**config.mk**
```make
export PLATFORM = sky130hd
export DESIGN_NAME = rdmap_hdr_arbiter_flat
export DESIGN_NICKNAME = d
export VERILOG_FILES = /design/src/rtl/rdmap_hdr_arbiter_pkg.sv /design/src/rtl/rdmap_hdr_arbiter_if.sv /design/src/rtl/rdmap_hdr_arbiter_prio_pick.sv /design/src/rtl/rdmap_hdr_arbiter.sv /design/src/flat_wrapper.sv
export SDC_FILE = /design/constraint.sdc
export NUM_CORES = 1
export LEC_CHECK = 0
export CAP_MARGIN = 20
export CORE_ASPECT_RATIO = 0.5
export CORE_MARGIN = 3
export CORE_UTILIZATION = 35
export CTS_CLUSTER_SIZE = 30
export DETAILED_ROUTE_END_ITERATION = 10
export GPL_ROUTABILITY_DRIVEN = 1
export PLACE_DENSITY_LB_ADDON = 0.2
export SLEW_MARGIN = 10
export SYNTH_ARGS = -nofsm -noshare
export SYNTH_HDL_FRONTEND = slang
export SYNTH_SLANG_ARGS = --single-unit
export TNS_END_PERCENT = 100
```
**constraint.sdc**
```tcl
create_clock -name clock -period 4.09 [get_ports clock]
set_input_delay 1.0225 -clock clock [delete_from_list [all_inputs] [get_ports clock]]
set_output_delay 1.0225 -clock clock [all_outputs]
set_load 0.005 [all_outputs]
```
**src/rtl/rdmap_hdr_arbiter_pkg.sv**
```systemverilog
// Shared constants and types for the RDMAP header-path arbiter.
package rdmap_pkg;

  localparam int unsigned NUM_CLASS = 4;
  localparam int unsigned CTRL_W    = 16;
  localparam int unsigned WR_W      = 52;

  // Requester class indices; lower index wins under fixed priority.
  localparam int unsigned CLS_ACK  = 0;
  localparam int unsigned CLS_REQ  = 1;
  localparam int unsigned CLS_RCV  = 2;
  localparam int unsigned CLS_SEND = 3;

  // Opcodes forced into the low byte of the issued control word.
  localparam logic [7:0] OP_SEND = 8'h00;
  localparam logic [7:0] OP_RCV  = 8'h01;
  localparam logic [7:0] OP_REQ  = 8'h03;
  localparam logic [7:0] OP_ACK  = 8'h07;

  typedef enum logic [0:0] {
    StRun,
    StDrain
  } arb_state_e;

  function automatic logic [7:0] class_opcode(input int unsigned idx);
    logic [7:0] op;
    case (idx)
      CLS_ACK: op = OP_ACK;
      CLS_REQ: op = OP_REQ;
      CLS_RCV: op = OP_RCV;
      default: op = OP_SEND;
    endcase
    return op;
  endfunction

endpackage

```
**src/rtl/rdmap_hdr_arbiter_if.sv**
```systemverilog
// Request and issue bus between requesters, the arbiter and the header generator.
interface rdmap_hdr_arbiter_if;
  import rdmap_pkg::*;

  logic [NUM_CLASS-1:0]        reqValid;
  logic [NUM_CLASS*CTRL_W-1:0] reqControl;
  logic [NUM_CLASS*WR_W-1:0]   reqWR;
  logic [NUM_CLASS-1:0]        reqGrant;
  logic                        poolFull;
  logic                        hdrTaken;
  logic                        flush;
  logic                        infoValid;
  logic [CTRL_W-1:0]           rdmaControl;
  logic [WR_W-1:0]             rdmaWR;
  logic                        flushDone;
  logic                        creditErr;

  // Requester / environment side.
  modport master (
    output reqValid, reqControl, reqWR, poolFull, hdrTaken, flush,
    input  reqGrant, infoValid, rdmaControl, rdmaWR, flushDone, creditErr
  );

  // Arbiter side.
  modport slave (
    input  reqValid, reqControl, reqWR, poolFull, hdrTaken, flush,
    output reqGrant, infoValid, rdmaControl, rdmaWR, flushDone, creditErr
  );

endinterface

```
**src/rtl/rdmap_hdr_arbiter_prio_pick.sv**
```systemverilog
// Fixed-priority one-hot picker; when forced, picks the lowest-priority eligible class.
module rdmap_prio_pick
  import rdmap_pkg::*;
(
  input  logic [NUM_CLASS-1:0] i_eligible,
  input  logic                 i_force,
  output logic [NUM_CLASS-1:0] o_grant
);

  logic w_found;

  // Scan from the high-priority end normally, from the low-priority end when forced.
  always_comb begin
    o_grant = '0;
    w_found = 1'b0;
    if (i_force) begin
      for (int i = NUM_CLASS - 1; i >= 0; i--) begin
        if (i_eligible[i] && !w_found) begin
          o_grant[i] = 1'b1;
          w_found    = 1'b1;
        end
      end
    end else begin
      for (int i = 0; i < NUM_CLASS; i++) begin
        if (i_eligible[i] && !w_found) begin
          o_grant[i] = 1'b1;
          w_found    = 1'b1;
        end
      end
    end
  end

endmodule

```
**src/rtl/rdmap_hdr_arbiter.sv**
```systemverilog
// Arbitrates four requester classes onto the RDMAP header-generation issue bus,
// with DDP credit tracking, ACK gating on pool-full, starvation override and flush/drain.
module rdmap_hdr_arbiter
  import rdmap_pkg::*;
#(
  parameter int unsigned CREDITS      = 4,
  parameter int unsigned STARVE_LIMIT = 8
) (
  input logic                clock,
  input logic                reset,
  rdmap_hdr_arbiter_if.slave bus
);

  localparam int unsigned   CW       = $clog2(CREDITS + 1);
  localparam logic [CW-1:0] CRED_MAX = CW'(CREDITS);
  localparam logic [CW-1:0] CRED_ONE = CW'(1);
  localparam logic [7:0]    LOSE_MAX = 8'(STARVE_LIMIT);

  arb_state_e           r_state;
  arb_state_e           w_state_next;
  logic [CW-1:0]        r_credits;
  logic [CW-1:0]        w_credits_next;
  logic [7:0]           r_lose_cnt;
  logic [7:0]           w_lose_next;
  logic                 r_info_valid;
  logic [CTRL_W-1:0]    r_rdma_control;
  logic [WR_W-1:0]      r_rdma_wr;
  logic                 r_flush_done;
  logic                 w_done_next;
  logic                 r_credit_err;
  logic                 w_err_set;

  logic                 w_run_ok;
  logic [NUM_CLASS-1:0] w_eligible;
  logic [NUM_CLASS-1:0] w_grant;
  logic                 w_force;
  logic                 w_any_grant;
  logic                 w_lower_wait;
  logic [CTRL_W-1:0]    w_issue_ctrl;
  logic [WR_W-1:0]      w_issue_wr;
  logic                 w_unused_ctrl_lo;

  // Low control bytes are replaced by the forced opcode and never consumed.
  always_comb begin
    w_unused_ctrl_lo = 1'b0;
    for (int i = 0; i < NUM_CLASS; i++) begin
      w_unused_ctrl_lo = w_unused_ctrl_lo ^ (^bus.reqControl[CTRL_W*i +: 8]);
    end
  end

  // Eligibility: running, not flushing this cycle, credit available; ACK also needs pool room.
  always_comb begin
    w_run_ok            = (r_state == StRun) && !bus.flush && (r_credits != '0);
    w_eligible          = bus.reqValid & {NUM_CLASS{w_run_ok}};
    w_eligible[CLS_ACK] = w_eligible[CLS_ACK] & ~bus.poolFull;
  end

  assign w_force = (r_lose_cnt == LOSE_MAX);

  rdmap_prio_pick u_pick (
    .i_eligible (w_eligible),
    .i_force    (w_force),
    .o_grant    (w_grant)
  );

  assign w_any_grant  = |w_grant;
  assign bus.reqGrant = w_grant;

  // Detect an eligible class below the winner that lost this cycle.
  always_comb begin
    w_lower_wait = 1'b0;
    for (int i = 0; i < NUM_CLASS; i++) begin
      for (int j = i + 1; j < NUM_CLASS; j++) begin
        if (w_grant[i] && w_eligible[j]) begin
          w_lower_wait = 1'b1;
        end
      end
    end
  end

  // Select the granted class's payload and force its opcode.
  always_comb begin
    w_issue_ctrl = '0;
    w_issue_wr   = '0;
    for (int i = 0; i < NUM_CLASS; i++) begin
      if (w_grant[i]) begin
        w_issue_ctrl = {bus.reqControl[CTRL_W*i+8 +: 8], class_opcode(i)};
        w_issue_wr   = bus.reqWR[WR_W*i +: WR_W];
      end
    end
  end

  // Credit next state: grant spends, hdrTaken returns, overflow saturates and flags.
  always_comb begin
    w_credits_next = r_credits;
    w_err_set      = 1'b0;
    if (w_any_grant && !bus.hdrTaken) begin
      w_credits_next = r_credits - CRED_ONE;
    end else if (!w_any_grant && bus.hdrTaken) begin
      if (r_credits == CRED_MAX) begin
        w_err_set = 1'b1;
      end else begin
        w_credits_next = r_credits + CRED_ONE;
      end
    end
  end

  // Starvation counter next state; held on cycles without a grant.
  always_comb begin
    w_lose_next = r_lose_cnt;
    if (w_any_grant) begin
      if (w_force || !w_lower_wait) begin
        w_lose_next = '0;
      end else begin
        w_lose_next = r_lose_cnt + 8'd1;
      end
    end
  end

  // FSM next state and drain-complete pulse.
  always_comb begin
    w_state_next = r_state;
    w_done_next  = 1'b0;
    unique case (r_state)
      StRun: begin
        if (bus.flush) begin
          w_state_next = StDrain;
        end
      end
      StDrain: begin
        if (r_credits == CRED_MAX) begin
          w_state_next = StRun;
          w_done_next  = 1'b1;
        end
      end
      default: w_state_next = StRun;
    endcase
  end

  // FSM state, flush-done pulse and sticky credit error.
  always_ff @(posedge clock) begin
    if (reset) begin
      r_state      <= StRun;
      r_flush_done <= 1'b0;
      r_credit_err <= 1'b0;
    end else begin
      r_state      <= w_state_next;
      r_flush_done <= w_done_next;
      r_credit_err <= r_credit_err | w_err_set;
    end
  end

  // Credit and starvation counters.
  always_ff @(posedge clock) begin
    if (reset) begin
      r_credits  <= CRED_MAX;
      r_lose_cnt <= '0;
    end else begin
      r_credits  <= w_credits_next;
      r_lose_cnt <= w_lose_next;
    end
  end

  // Issue registers; payload holds when nothing is granted.
  always_ff @(posedge clock) begin
    if (reset) begin
      r_info_valid   <= 1'b0;
      r_rdma_control <= '0;
      r_rdma_wr      <= '0;
    end else begin
      r_info_valid <= w_any_grant;
      if (w_any_grant) begin
        r_rdma_control <= w_issue_ctrl;
        r_rdma_wr      <= w_issue_wr;
      end
    end
  end

  assign bus.infoValid   = r_info_valid;
  assign bus.rdmaControl = r_rdma_control;
  assign bus.rdmaWR      = r_rdma_wr;
  assign bus.flushDone   = r_flush_done;
  assign bus.creditErr   = r_credit_err;

endmodule

```
**src/flat_wrapper.sv**
```systemverilog
// flat-port wrapper written by rule: the top's interface ports become plain ports
module rdmap_hdr_arbiter_flat import rdmap_pkg::*;
#(
  parameter int unsigned CREDITS      = 4,
  parameter int unsigned STARVE_LIMIT = 8
)
  (clock, reset, bus_reqValid, bus_reqControl, bus_reqWR, bus_poolFull, bus_hdrTaken, bus_flush, bus_reqGrant, bus_infoValid, bus_rdmaControl, bus_rdmaWR, bus_flushDone, bus_creditErr);
  rdmap_hdr_arbiter_if bus_i ();
  input logic clock;
  input logic reset;
  input wire logic [$bits(bus_i.reqValid)-1:0] bus_reqValid;
  input wire logic [$bits(bus_i.reqControl)-1:0] bus_reqControl;
  input wire logic [$bits(bus_i.reqWR)-1:0] bus_reqWR;
  input wire logic [$bits(bus_i.poolFull)-1:0] bus_poolFull;
  input wire logic [$bits(bus_i.hdrTaken)-1:0] bus_hdrTaken;
  input wire logic [$bits(bus_i.flush)-1:0] bus_flush;
  output wire logic [$bits(bus_i.reqGrant)-1:0] bus_reqGrant;
  output wire logic [$bits(bus_i.infoValid)-1:0] bus_infoValid;
  output wire logic [$bits(bus_i.rdmaControl)-1:0] bus_rdmaControl;
  output wire logic [$bits(bus_i.rdmaWR)-1:0] bus_rdmaWR;
  output wire logic [$bits(bus_i.flushDone)-1:0] bus_flushDone;
  output wire logic [$bits(bus_i.creditErr)-1:0] bus_creditErr;
  assign bus_i.reqValid = bus_reqValid;
  assign bus_i.reqControl = bus_reqControl;
  assign bus_i.reqWR = bus_reqWR;
  assign bus_i.poolFull = bus_poolFull;
  assign bus_i.hdrTaken = bus_hdrTaken;
  assign bus_i.flush = bus_flush;
  assign bus_reqGrant = bus_i.reqGrant;
  assign bus_infoValid = bus_i.infoValid;
  assign bus_rdmaControl = bus_i.rdmaControl;
  assign bus_rdmaWR = bus_i.rdmaWR;
  assign bus_flushDone = bus_i.flushDone;
  assign bus_creditErr = bus_i.creditErr;
  rdmap_hdr_arbiter #(.CREDITS(CREDITS), .STARVE_LIMIT(STARVE_LIMIT)) u_core (.clock(clock), .reset(reset), .bus(bus_i));
endmodule
```
==> impl_results.md <==
* First-pass DRT Iterations at 5
* Asr flop ratio synth at 0%
* Gate power share at 29.0%
* Port Buffers at 318
* Primary FF master, synth: dfxtp_1
* Crit-path slowest cell: clkdlybuf4s50_1
* Die Span Y at 88.94 microns
* Clk_lat worst skew at 0.34 ns
* Mapped Area at 0.004815 sq mm
* Placer Congestion at 0.8379
* Worst-Margin Slew at around 0.75 ns
* Row cnt at 29
* 1st-iter DRT viols at between 200 and 300
* WL/cell at 20.00 microns
* Share of the synthesized area in the top cell type at around 32%
* Layout cell share with drive strength beyond 1 at 5.569%
* First-pass GRT wire length at 29.53 mm
* Vias in the first global route at 5547
* DP Wirelength at 13.90 mm
* Post-route antenna net violation count at 0
* Post-CTS Setup Bufs at 0
* Setup TNS at 0 ns
* Worst VDD drop at 0.1976 mV
* RSZ-0062 raised after global routing: no
* Setup Skew at 0.01268 ns
* I/O pin count at 356
* Critical path's most frequent cell: clkdlybuf4s50_1
* # Max-Cap Violations at 0
* H-tree Lvls at 3
* Core ar. at 0.01306 sq mm
* Global route hottest layer: met2
* HP Class: register to register
* Pin count of the biggest net entering global routing at 62
* Power Dens Cells at between 200 and 300 mW/mm^2
* Compound-cell area share of the yosys netlist at 36.95%
* Leak at 3.098 nW
* Fin Hold WS at 0.4584 ns
* DR vias/cell at 5.584
* Number of synthesized flops with an enable pin at 0
* Yosys reg bits at slightly below 80
* CP Launch Type: input port
* Worst path max stage delay at 0.56 ns
* Status: finished clean
* Remaining DRCs at 0
* Post-synthesis adder-cell area fraction at under 10%
* Final worst setup slack at 0.2041 ns
* Yosys warns at 0
* Cts bufs inserted at 9
* Max Freq at 257.3 MHz
* Layout area overhead at 74.09%
* Met2 GRT Util at roughly 44%
* Final Cycle Share at between 90% and 100%
* Top-count cell post-synth: dfxtp_1
* Slew Viols, Final at 0
* Met3 usage at 6.449%
* DR vias at 5562
* Starting Density at between 30% and 40%
* Total gr overflow at 0
* Int Power at 1.843 mW
* Req. time, crit path at ~3.1 ns
* Xor-xnor portion of the synthesized cell area at 2.001%
* Final core utilization at 64.17%
* Top cells by area, synth: dfxtp_1 (32%), a221o_1 (12%), a22o_1 (11%), a32oi_1 (11%), and2_1 (7.9%)
* Die area at 0.01528 sq mm
* Clock share of power at 37.3%
* Total Routed Length at 19.92 mm
* Total power at between 2 and 3 mW
* Sw frac at 26.61%
* GRT Resource Usage Total at approximately 24%
* CTS tree: built
* Final setup fails at 0
* Sink Count at 78
* Max-Slew Margin vs Limit at around half
* Largest family of logic cells by synthesized area: compound AO/OA/AOI/OAI gates
* Delay-heaviest family, CP: buffers and inverters
* Crit-path cells: clkdlybuf4s50_1 -> nor2_1 -> nand2_1 -> a211oi_4 -> clkdlybuf4s50_1
* Sequential group share of total power at 33.8%
* Critical path buffers and inverters at 2
* Dpl ws at 0.2655 ns
* Yosys cell types at 47
* Critical Path End Type: primary output
* Post-CTS Hold Buffers at 0
* DIE WIDTH at 171.9 microns
* Synth top cells by count: dfxtp_1 (78), nor2_1 (68), and2_1 (61)
* Final hold viol count at 0
* Met1 usage at 29.58%
* Root Buffer: clkbuf_16
* WP data arrival at 2.86 ns
* Post-CTS resize count at 0
* Worst-path fanout max at 5
* Syn Inst Count at about 540
* Max clock buf depth at 2
* P_sw at 668.3 uW
* Mux contribution to synthesized area at 0.2079%
* Worst-path clk slew at 0.06 ns
* Mean post-synth cell area at 8.883 sq um
* Register area share after synthesis at 32.43%
* Synth Area in Simple Gates at 19.13%
* Crit Path Class: input port to primary output
* Initial antenna violation count at 0
* Area leader, netlist: dfxtp_1
* # nets final at 1108
* Diodes inserted at 0
* Min Clock Period, post-route at 3.886 ns
==> tightest hold or removal path: stages, from the launching register on <==
cell	delay [ns]
dfxtp_1	0.31
inv_1	0.05
a211oi_1	0.05
==> sequential cells by signal, summed over array words and instances (netlist names) <==
signal and count:
u_core.bus.rdmaControl 11, u_core.r_state 1, u_core.r_lose_cnt 8, u_core.bus.flushDone 1
u_core.bus.infoValid 1, u_core.bus.creditErr 1, u_core.r_credits 3, u_core.bus.rdmaWR 52
==> cell usage in the layout, fill, tap and decap left out, types with 2 or more instances in the layout <==
cell type          n
a211oi_1           3
a21oi_1            6
a221o_1           59
a221oi_1           2
a22o_1            59
a32oi_1           59
and2_1            60
and3_1             3
buf_2              2
buf_4             13
bufinv_16          3
clkbuf_16          9
clkdlybuf4s50_1  316
conb_1             5
dfxtp_1           78
ha_1               6
inv_1              6
nand2_1            7
nand2b_1           2
nand3_1            2
nand4_1            4
nor2_1            68
nor3_1            11
nor3_2             2
nor3b_1            2
nor4b_1            2
xnor2_1            3
xor2_1             8
==> area by class of cell <==
type	count	area [sq um]
Fill cell	1125	4681
Tap cell	170	212.7
Clock inverter	7	120.1
Multi-Input combinational cell	393	2945
Timing Repair Buffer	332	3291
Sequential cell	78	1562
Inverter	7	26.28
Clock buffer	9	225.2
==> path summary, 6_finish.rpt <==
kind | start | endpoint | slack, ns | cells after the start
worst max-delay path | bus_reqValid[2] | bus_reqGrant[0] | 0.20 | 5
worst min-delay path | u_core.bus.rdmaControl[0] | u_core.bus.rdmaControl[0] | 0.46 | 2
worst max register to register | u_core.r_lose_cnt[0] | u_core.bus.rdmaWR[8] | 1.43 | 8
worst min register to register | u_core.bus.rdmaControl[0] | u_core.bus.rdmaControl[0] | 0.46 | 2
==> metrics by stage <==
| step | instance area, sq um | std cells |
|---|---|---|
| final | 8382 | 996 |
| after global routing | 8382 | 996 |
| after CTS | 8382 | 996 |
| after detailed placement | 8036 | 980 |
| after global placement | 8036 | 980 |
| after floorplan | 4830 | 546 |
==> per-layer routing <==
| metal | routed length [microns] | part of all wire [%] |
|---|---|---|
| met2 | 10140 | 51 |
| met3 | 1246 | 6.3 |
| met5 | 0 | 0 |
| met4 | 401 | 2.0 |
| met1 | 8130 | 41 |
==> cells by family (layout without fill, tap and decap cells) <==
logic type / after synthesis / in the layout
multiplexers: 1 / 1
buffers and inverters: 75 / 355
AO/OA/AOI/OAI: 196 / 196
adder cells (fa/ha/maj): 7 / 7
AND/OR/NAND/NOR: 173 / 173
XOR/XNOR: 11 / 11
flip-flops: 78 / 78
other: 1 / 5
==> power by group through the flow <==
stage          Combinational, mW  Sequential, mW  Clock (mW)
2_1_floorplan              0.303           0.864           0
3_3_place_gp               0.712           0.862           0
3_5_place_dp               0.724           0.863           0
4_1_cts                    0.728           0.847       0.955
5_1_grt                    0.781           0.854       0.985
6_report                   0.728           0.848       0.936
Note: power is estimated with default switching activity, not from simulation.
